[src/rtl/seq_divide_16_if.sv]
// seq_divide_16_if: start/done handshake and operand/result bundle
// shared by the ALU controller (master) and the divider (slave).
interface seq_divide_16_if #(
  parameter int WIDTH = 16
);
  logic             start;
  logic [WIDTH-1:0] dividend;
  logic [WIDTH-1:0] divisor;
  logic             busy;
  logic             done;
  logic [WIDTH-1:0] quotient;
  logic [WIDTH-1:0] remainder;
  logic             div_by_zero;

  modport master (
    output start,
    output dividend,
    output divisor,
    input  busy,
    input  done,
    input  quotient,
    input  remainder,
    input  div_by_zero
  );

  modport slave (
    input  start,
    input  dividend,
    input  divisor,
    output busy,
    output done,
    output quotient,
    output remainder,
    output div_by_zero
  );
endinterface

[src/rtl/seq_divide_16.sv]
// seq_divide_16: restoring unsigned divider, one quotient bit per clock.
// SEQ_DIV_DBZ_FAST_EN: a zero divisor completes at acceptance.
module seq_divide_16 #(
  parameter int WIDTH = 16
) (
  input logic            clk,
  input logic            rst,
  seq_divide_16_if.slave bus
);
  localparam int CW = $clog2(WIDTH + 1);

  typedef enum logic [1:0] {
    IDLE,
    RUN,
    DONE
  } state_t;

  state_t state;
  state_t state_nxt;

  logic [WIDTH-1:0] q;
  logic [WIDTH-1:0] q_nxt;
  logic [WIDTH-1:0] d;
  logic [WIDTH-1:0] d_nxt;
  logic [WIDTH:0]   r;
  logic [WIDTH:0]   r_nxt;
  logic [CW-1:0]    cnt;
  logic [CW-1:0]    cnt_nxt;
  logic             dbz;
  logic             dbz_nxt;

  logic [WIDTH-1:0] quo;
  logic [WIDTH-1:0] quo_nxt;
  logic [WIDTH-1:0] rem;
  logic [WIDTH-1:0] rem_nxt;
  logic             dz;
  logic             dz_nxt;

  logic [WIDTH:0]   shifted;
  logic [WIDTH:0]   trial;
  logic             last;

  assign shifted = {r[WIDTH-1:0], q[WIDTH-1]};
  assign trial   = shifted - {1'b0, d};
  assign last    = (cnt == CW'(1));

  always_ff @(posedge clk or posedge rst) begin
    if (rst) begin
      state <= IDLE;
      q     <= '0;
      d     <= '0;
      r     <= '0;
      cnt   <= '0;
      dbz   <= 1'b0;
      quo   <= '0;
      rem   <= '0;
      dz    <= 1'b0;
    end else begin
      state <= state_nxt;
      q     <= q_nxt;
      d     <= d_nxt;
      r     <= r_nxt;
      cnt   <= cnt_nxt;
      dbz   <= dbz_nxt;
      quo   <= quo_nxt;
      rem   <= rem_nxt;
      dz    <= dz_nxt;
    end
  end

  always_comb begin
    state_nxt = state;
    q_nxt     = q;
    d_nxt     = d;
    r_nxt     = r;
    cnt_nxt   = cnt;
    dbz_nxt   = dbz;
    quo_nxt   = quo;
    rem_nxt   = rem;
    dz_nxt    = dz;

    unique case (state)
      IDLE, DONE: begin
        if (state == DONE) begin
          state_nxt = IDLE;
        end
        if (bus.start) begin
          state_nxt = RUN;
          q_nxt     = bus.dividend;
          d_nxt     = bus.divisor;
          r_nxt     = '0;
          cnt_nxt   = CW'(WIDTH);
          dbz_nxt   = (bus.divisor == '0);
`ifdef SEQ_DIV_DBZ_FAST_EN
          if (bus.divisor == '0) begin
            state_nxt = DONE;
            cnt_nxt   = '0;
            quo_nxt   = '1;
            rem_nxt   = bus.dividend;
            dz_nxt    = 1'b1;
          end
`else
`endif
        end
      end
      RUN: begin
        // trial MSB set means the subtraction borrowed: restore
        if (!trial[WIDTH]) begin
          r_nxt = trial;
          q_nxt = {q[WIDTH-2:0], 1'b1};
        end else begin
          r_nxt = shifted;
          q_nxt = {q[WIDTH-2:0], 1'b0};
        end
        cnt_nxt = cnt - CW'(1);
        if (last) begin
          state_nxt = DONE;
          quo_nxt   = q_nxt;
          rem_nxt   = r_nxt[WIDTH-1:0];
          dz_nxt    = dbz;
        end
      end
      default: begin
        state_nxt = IDLE;
      end
    endcase
  end

  assign bus.busy        = (state == RUN);
  assign bus.done        = (state == DONE);
  assign bus.quotient    = quo;
  assign bus.remainder   = rem;
  assign bus.div_by_zero = dz;
endmodule

[src/flat_wrapper.sv]
// flat-port wrapper written by rule: the top's interface ports become plain ports
module seq_divide_16_flat 
#(
  parameter int WIDTH = 16
)
  (clk, rst, bus_start, bus_dividend, bus_divisor, bus_busy, bus_done, bus_quotient, bus_remainder, bus_div_by_zero);
  seq_divide_16_if #(.WIDTH(WIDTH)) bus_i ();
  input logic clk;
  input logic rst;
  input wire logic [$bits(bus_i.start)-1:0] bus_start;
  input wire logic [$bits(bus_i.dividend)-1:0] bus_dividend;
  input wire logic [$bits(bus_i.divisor)-1:0] bus_divisor;
  output wire logic [$bits(bus_i.busy)-1:0] bus_busy;
  output wire logic [$bits(bus_i.done)-1:0] bus_done;
  output wire logic [$bits(bus_i.quotient)-1:0] bus_quotient;
  output wire logic [$bits(bus_i.remainder)-1:0] bus_remainder;
  output wire logic [$bits(bus_i.div_by_zero)-1:0] bus_div_by_zero;
  assign bus_i.start = bus_start;
  assign bus_i.dividend = bus_dividend;
  assign bus_i.divisor = bus_divisor;
  assign bus_busy = bus_i.busy;
  assign bus_done = bus_i.done;
  assign bus_quotient = bus_i.quotient;
  assign bus_remainder = bus_i.remainder;
  assign bus_div_by_zero = bus_i.div_by_zero;
  seq_divide_16 #(.WIDTH(WIDTH)) u_core (.clk(clk), .rst(rst), .bus(bus_i));
endmodule
[config.mk]
export PLATFORM = sky130hd
export DESIGN_NAME = seq_divide_16_flat
export DESIGN_NICKNAME = d
export VERILOG_FILES = /design/src/rtl/seq_divide_16_if.sv /design/src/rtl/seq_divide_16.sv /design/src/flat_wrapper.sv
export SDC_FILE = /design/constraint.sdc
export NUM_CORES = 1
export LEC_CHECK = 0
export CORE_MARGIN = 1
export CORE_UTILIZATION = 32
export CTS_CLUSTER_DIAMETER = 120
export DETAILED_ROUTE_END_ITERATION = 8
export PLACE_DENSITY_LB_ADDON = 0.25
export SLEW_MARGIN = 10
export SYNTH_ARGS = -nofsm -noshare
export SYNTH_HDL_FRONTEND = slang
export SYNTH_SLANG_ARGS = --single-unit
[constraint.sdc]
create_clock -name clk -period 5.8 [get_ports clk]
set_input_delay 1.16 -clock clk [delete_from_list [all_inputs] [get_ports clk]]
set_output_delay 1.16 -clock clk [all_outputs]
set_load 0.02 [all_outputs]
==> key figures, run 1 <==
Timing
  – Final worst path period need: 3.88 ns
  – Final Skew: 0.0105 ns
  – Setup_tns: 0 ns
  – Worst Max-Slew Pin Slew: 0.865 ns
  – Final setup viols: 0
  – RSZ-0062 raised after global routing: no
  – Final period util: 67.0%
  – Rel. slew slack: 42.2%
  – Final Slew Violations: 0
  – Final hold violations: 0
  – Fmax: 257 MHz
  – Fin Hold WS: 0.473 ns

Yosys
  – Synth Area in Simple Gates: 17.6%
  – Syn Area/Cell: 9.31 µm²
  – Synth Area in Compound Gates: 17.0%
  – Synth Area in Adders: 5.41%
  – Synth warnings: 0
  – Cell count after synthesis: 487
  – Post-synth EDFFs: 0
  – Asr flop ratio synth: 100%
  – Post-synthesis sequential area ratio: 49.1%
  – Multiplexer share of the synthesized area: 3.64%
  – Main synth FF type: dfrtp_1
  – Synthesized cell area: 4530 µm²
  – Library cells used by synthesis: 55
  – Combinational family with the most area after synthesis: simple AND/OR/NAND/NOR gates
  – Syn nets: 541
  – XOR/XNOR Fraction of Synth Area: 2.73%
  – Number of synthesized register bits: 89

CTS
  – TritonCTS clock tree: built
  – Total clock sinks: 89
  – Clock-pin slew on the worst setup and hold paths: 0.07 ns
  – Post-CTS Hold Buffers: 0
  – Post-CTS sizing: 0
  – Max H-tree Level: 3
  – Clk_lat worst skew: 0.35 ns
  – Worst-case clock buffer depth: 2
  – Clock root buffer: clkbuf_16
  – # Post-CTS Setup Buffers: 0
  – Total clock buffers created by CTS: 9

Setup path
  – Crit path required time: 4.64 ns
  – WS Path Type: flop to primary output
  – Worst path cell trace: nand2b_1 > inv_1 > clkdlybuf4s50_1
  – Crit-path max cell delay: 0.74 ns
  – Slowest-stage cell, CP: clkdlybuf4s50_1
  – Worst Path Buf+Inv: 2
  – Critical path's top delay family: buffers and inverters
  – CP max FO: 21
  – CP Capture Type: primary output
  – Critical path arrival: 2.72 ns
  – Worst Setup Start Kind: flop

Pwr
  – VDD IR max: 0.268 mV
  – Pwr Density: 714 nW/µm²
  – Leakage Power: 2.56 nW

Global route
  – GRT Total Usage: 16.7%
  – Gr ovfl total: 0
  – First-pass GRT wire length: 18.8 mm
  – Number of global-route vias before repair: 3702
  – Largest net degree at the start of global routing: 51
  – Initial antenna violation count: 0

Die
  – Die height: 121 µm
  – Core area: 13800 µm²
  – Chip width: 121 µm
  – Initial Utilization: 32.8%
  – Die area: 14600 µm²
  – I/O pin count: 70
  – FP Rows: 43

Route
  – Vias: 3642
  – Total wire length: 11.3 mm
  – Residual DRC count: 0
  – DRT antenna net count: 0
  – Initial DRC count: 129
  – WL/cell: 15.4 µm
  – Via/cell ratio: 4.97
  – Drt first pass iters: 4

Placed design
  – I/O Buffers: 69
  – DP Area: 5370 µm²
  – Hpwl dp: 7.91 mm
  – Routability cong.: 0.872

Cells and area
  – ANT cells: 0
  – Final instance area: 5680 µm²
  – Share of cells above drive strength 1: 6.33%
  – Most common cell after layout, fill and taps aside: nand2_1
  – Area grow syn2layout: 25.4%
  – Final net count: 602
  – Commonest cells after routing, fill and taps aside: nand2_1, dfrtp_1, clkdlybuf4s50_1, o21ai_0, inv_1

Job
  – Maxcap violations: 0

Status
  – Outcome: finished, final reports clean

Worst hold path
  – Hold Path Class: flop to flop
[tightest hold or removal path: stages, from the launching register on]
cell,delay [ns]
dfrtp_1,0.34
nand2_1,0.05
nand2_1,0.05
[layout make-up]
cell class | count | area [µm²]
clock buffers | 9 | 225
clock inverters | 7 | 87.6
fillers | 1385 | 8140
inverters | 23 | 87.6
multi-input cells | 352 | 2110
flip-flops and latches | 89 | 2230
well taps | 180 | 225
repair buffers | 73 | 721
[report_power, final]
group	switching (W)	internal (W)	total, W	leakage, nW
clock	0.000268	0.000342	0.000610	0.146
combinational	0.00135	0.000986	0.00233	1.31
sequential	0.000192	0.000922	0.00111	1.11
[path summary, 6_finish.rpt]
kind	startpoint	endpoint	slack, ns	cells past startpoint
max in group asynchronous	rst	u_core.r[5]	3.49	3
hold / removal	u_core.dbz	u_core.bus.div_by_zero	0.47	2
setup reg to reg	u_core.q[15]	u_core.r[3]	2.32	11
min in group asynchronous	rst	u_core.bus.quotient[3]	1.23	2
hold reg to reg	u_core.dbz	u_core.bus.div_by_zero	0.47	2
setup / recovery	u_core.state[1]	bus_busy	1.92	3
[synth_stat cells, types with 4 or more instances]
library cell    n  area, µm²
mux2i_1        15        150
nor2_1          4       15.0
nand2_1       145        544
clkbuf_1       13       48.8
nor4_1          4       25.0
o21ai_0        54        270
nor3_1          6       30.0
ha_1           18        225
a211oi_1        4       30.0
xor2_1          5       43.8
a21oi_1         6       30.0
xnor2_1         6       52.6
a21o_1          5       37.5
inv_1          22       82.6
a22oi_1        15        113
a31oi_1         4       25.0
dfrtp_1        89       2230
nand3_1         9       45.0
[registers in the layout (all words and copies together), names as in the netlist]
register                count
u_core.cnt                  5
u_core.q                   16
u_core.bus.div_by_zero      1
u_core.dbz                  1
u_core.d                   16
u_core.bus.quotient        16
u_core.state                2
u_core.r                   16
u_core.bus.remainder       16
[logic make-up after synthesis]
family | after synthesis
multiplexers | 16
adder cells (fa/ha/maj) | 19
flip-flops | 89
AND/OR/NAND/NOR | 187
AO/OA/AOI/OAI | 118
XOR/XNOR | 12
buffers and inverters | 46
[through the flow]
stage,total power (W),utilization [%],instances,worst slack [ns]
CTS,0.00411,41.1,733,1.86
detailed placement,0.00348,38.8,717,2.26
global placement,0.00344,38.8,717,2.26
floorplan,0.00282,-,487,2.33
global route,0.00442,41.1,733,1.68
finish,0.00406,41.1,733,1.92
[per-layer routing]
metal	global-route usage, %	up-vias	routed length [µm]
met4	6.48	0	178
met3	3.34	13	473
met5	0	-	0
met2	25.9	71	5150
met1	22.7	1746	5450
li1	-	1812	-
(Power assumes the default switching activity.)
==> inputs of run 2 (changes only) <==
==> constraint.sdc (replaced) <==
create_clock -name clk -period 3.4 [get_ports clk]
set_input_delay 0.68 -clock clk [delete_from_list [all_inputs] [get_ports clk]]
set_output_delay 0.68 -clock clk [all_outputs]
set_load 0.02 [all_outputs]
==> key figures, run 2 (same netlist as run 1, synthesis figures left out) <==
Pwr
  – VDD IR max: 0.415 mV (+54%)
  – Pwr Density: 1220 nW/µm² (+71%)
  – Leakage Power: 2.60 nW (+1.6%)

Route
  – Residual DRC count: 0 (unchanged)
  – Vias: 3669 (+0.74%)
  – Drt first pass iters: 5 (+1)
  – WL/cell: 15.1 µm (-1.3%)
  – Via/cell ratio: 4.96 (about the same)
  – Initial DRC count: 143 (+11%)
  – DRT antenna net count: 0 (unchanged)
  – Total wire length: 11.2 mm (-0.53%)

Timing
  – Rel. slew slack: 63.3% (+21 points)
  – Final period util: 90.2%
  – RSZ-0062 raised after global routing: no
  – Worst Max-Slew Pin Slew: 0.547 ns (-0.318 ns)
  – Setup_tns: 0 ns (unchanged)
  – Setup slack after layout: 0.333 ns (-1.58 ns)
  – Final Skew: 0.00925 ns (-0.00123 ns)
  – Final hold violations: 0 (unchanged)
  – Final worst path period need: 3.07 ns
  – Fmax: 326 MHz
  – Final setup viols: 0 (unchanged)
  – Final Slew Violations: 0 (unchanged)

Die
  – I/O pin count: 70 (unchanged)
  – Core area: 13800 µm² (unchanged)
  – Die area: 14600 µm² (unchanged)
  – FP Rows: 43 (unchanged)
  – Initial Utilization: 32.8% (unchanged)
  – Die height: 121 µm (unchanged)
  – Chip width: 121 µm (unchanged)

CTS
  – Clk_lat worst skew: 0.35 ns (about the same)
  – Worst-case clock buffer depth: 2 (unchanged)
  – Max H-tree Level: 3 (unchanged)
  – Clock root buffer: clkbuf_16
  – Post-CTS sizing: 0 (unchanged)
  – Clock-pin slew on the worst setup and hold paths: 0.07 ns (about the same)
  – Total clock buffers created by CTS: 9 (unchanged)
  – Total clock sinks: 89 (unchanged)
  – Post-CTS Hold Buffers: 0 (unchanged)
  – # Post-CTS Setup Buffers: 0 (unchanged)
  – TritonCTS clock tree: built

Cells and area
  – Commonest cells after routing, fill and taps aside: nand2_1, dfrtp_1, clkdlybuf4s50_1, o21ai_0, inv_1
  – FF+latch area: 2230 µm² (unchanged)
  – Footprint of the multi-input gates: 2110 µm² (unchanged)
  – Fillers: 1374 (-0.79%)
  – Util after Layout: 41.5% (+0.42 points)
  – Share of cells above drive strength 1: 7.33% (+1.0 points)
  – Most common cell after layout, fill and taps aside: nand2_1
  – Area grow syn2layout: 26.6%
  – ANT cells: 0 (unchanged)
  – Final net count: 608 (+1.0%)

Setup path
  – Slowest-stage cell, CP: fa_1
  – WS Path Type: flop to flop
  – CP Capture Type: flop
  – Worst Setup Start Kind: flop
  – CP max FO: 12 (-43%)
  – Worst Path Buf+Inv: 3 (+1)
  – Critical path's top delay family: compound AO/OA/AOI/OAI gates
  – Crit path required time: 3.60 ns (-1.04 ns)
  – Crit-path most repeated cell: inv_1
  – Worst path cell trace: inv_1 > ha_1 > inv_1 > fa_1 > a211oi_1 > o21ai_2 > o21a_1 > a221o_2 > xor2_4 > buf_4 > mux2i_1 > o21ai_0
  – Crit-path max cell delay: 0.42 ns (-0.32 ns)
  – Critical path arrival: 3.26 ns (+0.54 ns)

Global route
  – Gr ovfl total: 0 (unchanged)
  – Initial antenna violation count: 0 (unchanged)
  – Number of global-route vias before repair: 3644 (-1.6%)
  – Largest net degree at the start of global routing: 63 (+24%)
  – GRT Total Usage: 16.4% (-0.27 points)
  – First-pass GRT wire length: 18.4 mm (-2.1%)

Placed design
  – I/O Buffers: 69 (unchanged)
  – Pre-CTS setup slack: 0.321 ns (-1.94 ns)
  – Routability cong.: 0.868 (-0.47%)
  – Hpwl dp: 8.01 mm (+1.3%)

Status
  – Outcome: finished, final reports clean

Job
  – Maxcap violations: 0 (unchanged)

Worst hold path
  – Hold Path Class: flop to flop
run 2: metrics by stage:
stage / hold WS (ns) / instances / cell area (µm²) / power (W)
finish: 0.477 / 739 / 5740 / 0.00701
global route: 0.495 / 739 / 5740 / 0.00757
CTS: 0.479 / 739 / 5740 / 0.00707
detailed placement: 0.462 / 723 / 5430 / 0.00600
global placement: 0.460 / 723 / 5430 / 0.00593
floorplan: 0.439 / 487 / 4530 / 0.00481
run 2: area by class of cell:
cell class              count  share of cell area [%]
multi-input cells         352                    36.8
well taps                 180                    3.92
clock inverters             5                    1.05
inverters                  23                    1.53
flip-flops and latches     89                    38.8
clock buffers              11                    4.40
repair buffers             79                    13.6
run 2: power breakdown:
part           leakage, nW  internal, W  switching (W)
clock                0.153     0.000614       0.000427
sequential            1.11      0.00157       0.000332
combinational         1.34      0.00175        0.00231
run 2: path summary, 6_finish.rpt:
| kind | slack, ns | from | depth (start not counted) | endpoint |
|---|---|---|---|---|
| setup / recovery | 0.33 | u_core.q[15] | 12 | u_core.bus.remainder[11] |
| setup reg to reg | 0.33 | u_core.q[15] | 12 | u_core.bus.remainder[11] |
| min in group asynchronous | 0.69 | rst | 2 | u_core.r[10] |
| max in group asynchronous | 2.01 | rst | 3 | u_core.r[4] |
| hold reg to reg | 0.48 | u_core.cnt[4] | 1 | u_core.cnt[4] |
| hold / removal | 0.48 | u_core.cnt[4] | 1 | u_core.cnt[4] |
run 2: routing by layer:
metal | global-route usage (%) | vias to the layer above | share of wire (%)
li1 | - | 1807 | -
met1 | 21.1 | 1751 | 46
met2 | 25.9 | 98 | 46
met3 | 5.12 | 13 | 6.3
met4 | 5.86 | 0 | 1.6
met5 | 0 | - | 0
==> inputs of run 3 (changes only) <==
--- a/config.mk
+++ b/config.mk
@@ -5,6 +5,7 @@
 export SDC_FILE = /design/constraint.sdc
 export NUM_CORES = 1
 export LEC_CHECK = 0
+export CAP_MARGIN = 20
 export CORE_MARGIN = 1
 export CORE_UTILIZATION = 32
 export CTS_CLUSTER_DIAMETER = 120
==> results of run 3 <==
Same layout as run 2: the final DEF is identical, and so are final timing and power.
